[src/rtl/comparador_pkg.sv]
// Shared constants and FSM encoding for the serial driver of the
// right-to-left comparison cell.
package comparador_pkg;

  localparam int WIDTH_DEF = 8;

  // Cell state variable: a = "A <= B so far", b = "A > B so far".
  localparam logic ESTADO_A = 1'b1;
  localparam logic ESTADO_B = 1'b0;

  typedef enum logic [1:0] {
    IDLE = 2'd0,
    RUN  = 2'd1,
    DONE = 2'd2
  } estado_t;

endpackage

[src/rtl/contador_bits.sv]
// Bit counter for the serial comparison; raises o_tc when it holds WIDTH-1.
module contador_bits #(
  parameter int WIDTH = 8,
  parameter int CW    = $clog2(WIDTH)
) (
  input  logic i_clk,
  input  logic i_reset,
  input  logic i_clr,
  input  logic i_en,
  output logic o_tc
);

  logic [CW-1:0] r_cnt;

  always_ff @(posedge i_clk) begin
    if (i_reset || i_clr) begin
      r_cnt <= '0;
    end else if (i_en) begin
      r_cnt <= r_cnt + CW'(1);
    end
  end

  assign o_tc = (r_cnt == CW'(WIDTH - 1));

endmodule

[src/rtl/comparador_serial.sv]
// Serial driver for the combinational comparison cell: shifts A/B out LSB first,
// keeps the cell state in r_p and reports A <= B. Optional igual via COMPARADOR_SERIAL_IGUALDAD_EN.
module comparador_serial
  import comparador_pkg::*;
#(
  parameter int WIDTH = WIDTH_DEF
) (
  input  logic             clk,
  input  logic             reset,
  input  logic             start,
  input  logic [WIDTH-1:0] A,
  input  logic [WIDTH-1:0] B,
  output logic             Ai_o,
  output logic             Bi_o,
  output logic             p_o,
  input  logic             P_i,
  output logic             busy,
  output logic             done,
  output logic             menor_igual,
`ifdef COMPARADOR_SERIAL_IGUALDAD_EN
  output logic             igual,
`endif
  output logic [1:0]       dbg_state
);

  // Handshake: start is a level sampled on a rising edge only while IDLE;
  // done pulses for one cycle and menor_igual/igual are valid from that cycle on.
  estado_t          r_state;
  estado_t          w_next;
  logic [WIDTH-1:0] r_sh_a;
  logic [WIDTH-1:0] r_sh_b;
  logic             r_p;
  logic             r_menor_igual;
  logic             w_tc;
  logic             w_clr;
  logic             w_en;

  always_ff @(posedge clk) begin
    if (reset) begin
      r_state <= IDLE;
    end else begin
      r_state <= w_next;
    end
  end

  always_comb begin
    w_next = r_state;
    busy   = 1'b0;
    done   = 1'b0;
    Ai_o   = 1'b0;
    Bi_o   = 1'b0;
    w_clr  = 1'b0;
    w_en   = 1'b0;
    case (r_state)
      IDLE: begin
        w_clr = 1'b1;
        if (start) w_next = RUN;
      end
      RUN: begin
        busy = 1'b1;
        w_en = 1'b1;
        Ai_o = r_sh_a[0];
        Bi_o = r_sh_b[0];
        if (w_tc) w_next = DONE;
      end
      DONE: begin
        busy   = 1'b1;
        done   = 1'b1;
        w_next = IDLE;
      end
      default: w_next = IDLE;
    endcase
  end

  contador_bits #(.WIDTH(WIDTH)) u_contador (
    .i_clk   (clk),
    .i_reset (reset),
    .i_clr   (w_clr),
    .i_en    (w_en),
    .o_tc    (w_tc)
  );

  // The result is captured from P_i on the last RUN edge so it is already
  // valid while done is high; DONE re-latches the same value from r_p.
  always_ff @(posedge clk) begin
    if (reset) begin
      r_sh_a        <= '0;
      r_sh_b        <= '0;
      r_p           <= ESTADO_A;
      r_menor_igual <= 1'b0;
    end else begin
      case (r_state)
        IDLE: begin
          if (start) begin
            r_sh_a <= A;
            r_sh_b <= B;
            r_p    <= ESTADO_A;
          end
        end
        RUN: begin
          r_sh_a <= r_sh_a >> 1;
          r_sh_b <= r_sh_b >> 1;
          r_p    <= P_i;
          if (w_tc) r_menor_igual <= P_i;
        end
        DONE: r_menor_igual <= r_p;
        default: ;
      endcase
    end
  end

`ifdef COMPARADOR_SERIAL_IGUALDAD_EN
  logic r_eq;
  logic r_igual;

  always_ff @(posedge clk) begin
    if (reset) begin
      r_eq    <= 1'b0;
      r_igual <= 1'b0;
    end else begin
      case (r_state)
        IDLE: if (start) r_eq <= 1'b1;
        RUN: begin
          r_eq <= r_eq & (Ai_o == Bi_o);
          if (w_tc) r_igual <= r_eq & (Ai_o == Bi_o);
        end
        DONE: r_igual <= r_eq;
        default: ;
      endcase
    end
  end

  assign igual = r_igual;
`endif

  assign p_o         = r_p;
  assign menor_igual = r_menor_igual;
  assign dbg_state   = r_state;

endmodule

[config.mk]
export PLATFORM = sky130hd
export DESIGN_NAME = comparador_serial
export DESIGN_NICKNAME = d
export VERILOG_FILES = /design/src/rtl/comparador_pkg.sv /design/src/rtl/contador_bits.sv /design/src/rtl/comparador_serial.sv
export SDC_FILE = /design/constraint.sdc
export NUM_CORES = 1
export LEC_CHECK = 0
export ABC_AREA = 1
export CORE_MARGIN = 4
export CORE_UTILIZATION = 47
export CTS_BUF_LIST = sky130_fd_sc_hd__clkbuf_4
export DETAILED_ROUTE_END_ITERATION = 12
export PLACE_DENSITY = 0.83
export SYNTH_ARGS = -nofsm -noshare
export SYNTH_HDL_FRONTEND = slang
export SYNTH_SLANG_ARGS = --single-unit
[constraint.sdc]
create_clock -name clk -period 1.3 [get_ports clk]
set_input_delay 0.39 -clock clk [delete_from_list [all_inputs] [get_ports clk]]
set_output_delay 0.39 -clock clk [all_outputs]
set_load 0.005 [all_outputs]
# == Word-level counts from Yosys, hierarchy flattened ==
# Index checks and enable logic that the tools add are counted.
# W data, S select, Z words.
# word_totals
reg_bits,23
input_bits,20
out_inout_bits,8
# classes
addsub,1
n_eq_ne,5
mux,17
reduce_logical,8
# op_table
operator,n
$pmux W8 S2,2
$mux W8,2
$mux W1,8
$reduce_and A2 Y1,3
$mux W2,2
$pmux W1 S2,2
$pmux W2 S2,1
$reduce_bool A2 Y1,2
$add A3 B1 Y3 const B,1
$eq A3 B3 Y1 const B,1
$eq A2 B1 Y1 const B,1
$eq A2 B2 Y1 const B,1
$logic_not A2 Y1,1
$ne A2 B1 Y1 const B,1
$ne A2 B2 Y1 const B,1
$reduce_or A2 Y1,1
$logic_or A1 B1 Y1,1

# == Depth between registers and ports, before layout ==
# depth
depth_word,3
depth_mapped,8
mapped_depth_nobuf,7

# == Cells and area by module ==
# From an unflattened synthesis, not the netlist that was laid out.
# unflattened
hier_cells,215
hier_area_um2,1318.8
# by_module_without_submodules
mod,n_inst,cells_each,area_per_inst_um2,seq_area_each_um2
comparador_serial,1,192,1163.6,400.4
contador_bits,1,23,155.1,60.1

# == Worst setup path before layout ==
# OpenSTA, ideal clock, no wires.
# synth_timing
kind,flip-flop to output port
start,"register r_state[1], in the netlist dbg_state[1]"
end,output port Ai_o
arrival_ps,951
path_slack_ps,-41
stages_incl_launch_ff,6
n_path_buf,1
path_cell_list,dfxtp_1 > inv_1 > ha_1 > buf_2 > nand2_1 > inv_1
# synth_between
elab_chain_len,2
# synth_rtl
item,line,text
start: declaration,comparador_serial.sv:28,estado_t r_state;
start signal: assignment,comparador_serial.sv:42,r_state <= w_next;
$eq A2 B1 Y1,comparador_serial.sv:54,case (r_state)
$mux W1,comparador_serial.sv:54,
end: declaration,comparador_serial.sv:13,"output logic Ai_o,"
# Every way passes these cells.

# == Worst setup path after layout ==
# layout_timing
start,"register r_state[1], in the netlist dbg_state[1]"
end,output port Bi_o
# layout_between
elab_chain_len,2
# layout_rtl
item,line,text
$eq A2 B1 Y1,comparador_serial.sv:54,
$mux W1,comparador_serial.sv:54,
end: declaration,comparador_serial.sv:14,"output logic Bi_o,"
# Every way passes these cells.

==> results.tsv <==
metric	value	unit
p_total	4.956	mW
utilization	86.11	%
worst_pin_slew	0.4264	ns
max_slew_margin	71.47	%
fin_tns_setup	-4.795	ns
seq_area	467.9	um2
final_antenna_net_count	0	
drv_slew	0	
synth_cells	205	
outcome	finished with violations	
post_route_cells_drive_above_1_share	41.57	%
synth_common_cells	82 x nand2_1, 31 x nor2_1, 23 x dfxtp_1	
cts_made_buffers	3	
hold_ws	0.5240	ns
fillerInstances	124	
rsz0062_at_grt	true	
grt_pass1_vias	1311	
synthesis.nets	230	
grt_pass1_wl	5740	um
worstPathMaxFanout	2	
p_leak	1.022	nW
crit_chain	inv_2 > ha_4 > buf_6 > nand2_2 > inv_2 > buf_2	
drt-total-wl	4541	um
vias	1488	
grt_max_degree	18	
initial_core_util	50.45	%
clkSlewWorstSetupHoldPaths	0.13	ns
yosys_warnings	0	
antenna_found_initial	0	
htree_num_levels	1	
yosysTopAreaCell	dfxtp_1	
area_growth	70.70	%
yosysTopAreaCellShare	36.18	%
crit_required	0.91	ns
period_share	122.3	%
maxCapViolCount	0	
viasPerCell	5.221	
dr.pass1.iters	4	
synthArstFlopShare	0	%
die_x	60.03	um
ys_ff_latch	23	
core	2522	um2
skew	0.006193	ns
critPathArrivalTime	1.20	ns
powerDensity	2281	nW/um2
dpl.hpwl	2069	um
hold_path_class	reg -> reg	
synth_flop_cell	dfxtp_1	
fin_cells	285	
timing.final.hold_violations	0	
design_area	2172	um2
yosysMostFrequentCell	nand2_1	
cts_tree	built	
netlist_top_cells_area	dfxtp_1 36%, nand2_1 24%, nor2_1 9.1%	
ir_worst_vdd	1.612	mV
clock_sinks	23	
synth.yosys.seq_area_share	36.18	%
cts_buffer_depth	2	
critPathCaptureType	primary output	
timing.final.crit_period	1.590	ns
synth_area	1272	um2
diodes	0	
core.rowCount	18	
crit_path_frequent_cell	inv_2	
critical_path_class	reg -> out	
crit_path_start_kind	flop	
num_io_pins	28	
avgSynthCellArea	6.207	um2
multi_input_area	950.9	um2
violations	negative setup slack	
drtIter0Drc	107	
die_area	3604	um2
max_freq	0.6290	GHz
cts_root_buf	clkbuf_4	
grt_use_total	20.97	%
clkLatencyLatePin	0.33	ns
post-place-cells	273	
setup_violations	29	
port_buffers	27	
slowest_delay	0.36	ns
dpl_cell_area	1670	um2
yosysUniqueCellTypes	17	
drc	0	
finalNetCount	281	
die_h	60.03	um
place_congestion	0.8013	
setup_ws	-0.2899	ns
post_drt_wl_per_cell	15.93	um
overflow	0	
dp_slack	-0.2962	ns
crit_slowest_cell	dfxtp_2	
synth_edf_count	0	
## path summary, 6_finish.rpt
check                       from             endpoint  slack, ns  cells past startpoint
max                 dbg_state[1]                 Bi_o      -0.29                      6
min          u_contador.r_cnt[2]  u_contador.r_cnt[2]       0.52                      2
max reg2reg         dbg_state[1]            r_sh_a[5]      -0.23                     11
min reg2reg  u_contador.r_cnt[2]  u_contador.r_cnt[2]       0.52                      2
## worst max-delay path: cells and delay by family, from the launching register on
family	cells	cell delay, ns
buffers and inverters	4	0.30
flip-flops	1	0.36
AND/OR/NAND/NOR	1	0.05
adder cells (fa/ha/maj)	1	0.16
## cells in the final DEF (no fill, tap or decap)
cell type and count:
buf_16 1, clkinv_2 1, inv_2 3, dfxtp_1 19
ha_1 2, clkinv_1 1, buf_6 12, buf_12 3
nor2_2 2, xnor2_2 1, nand3_2 5, inv_16 1
dfxtp_2 3, buf_2 2, nand4_1 2, nand3_4 1
nand3_1 12, ha_4 3, dfxtp_4 1, a21oi_2 6
nand2_1 45, nor2_1 29, nand2_2 29, clkdlybuf4s15_1 1
nand2_8 3, clkdlybuf4s50_1 19, clkbuf_4 3, buf_8 2
inv_4 1, clkbuf_2 1, buf_4 11, clkbuf_16 1
or2_4 1, inv_1 19, nand2_4 9
## cell families (layout without fill, tap and decap cells)
group                      count (synthesis)  in the layout  synth area share, %
and+or+nand+nor                          137            138                44.15
AOI/OAI and AO/OA                          6              6                2.360
DFF                                       23             23                36.18
buffers and inverters                     33             82                11.70
adders and majority gates                  5              5                4.916
xor gates and xnor gates                   1              1               0.6884
## cell type report
class / count / share of cell area [%]
well taps: 30 / 1.728
multi-input cells: 150 / 43.78
inverters: 25 / 5.184
clock inverters: 1 / 0.2304
repair buffers: 53 / 26.50
flip-flops and latches: 23 / 21.54
clock buffers: 3 / 1.037
## routing by layer
layer / routed length, um / global-route usage [%] / vias to the layer above
met4: 227 / 4.430 / 0
met5: 0 / 0 / -
li1: - / - / 722
met2: 2196 / 35.80 / 77
met1: 1795 / 26.02 / 665
met3: 322 / 6.048 / 24
## report_power, final
part	total, mW	internal [mW]	leakage (nW)	switching, mW
registers	1.15	0.967	0.190	0.179
logic	3.46	1.63	0.814	1.83
clock network	0.347	0.116	0.0177	0.231
## sequential cells by signal, summed over array words and instances, names as in the netlist
name and flops:
dbg_state 2, r_sh_a 8, p_o 1, r_sh_b 8, menor_igual 1, u_contador.r_cnt 3
## timing repair
item	CTS	global route
gates resized for setup	60	82
pin swaps	3	49
setup endpoints to repair	30	30
cloned	2	1
buffers inserted	3	3
hold buffers	0	0
Power figures use the tool's default switching activity.
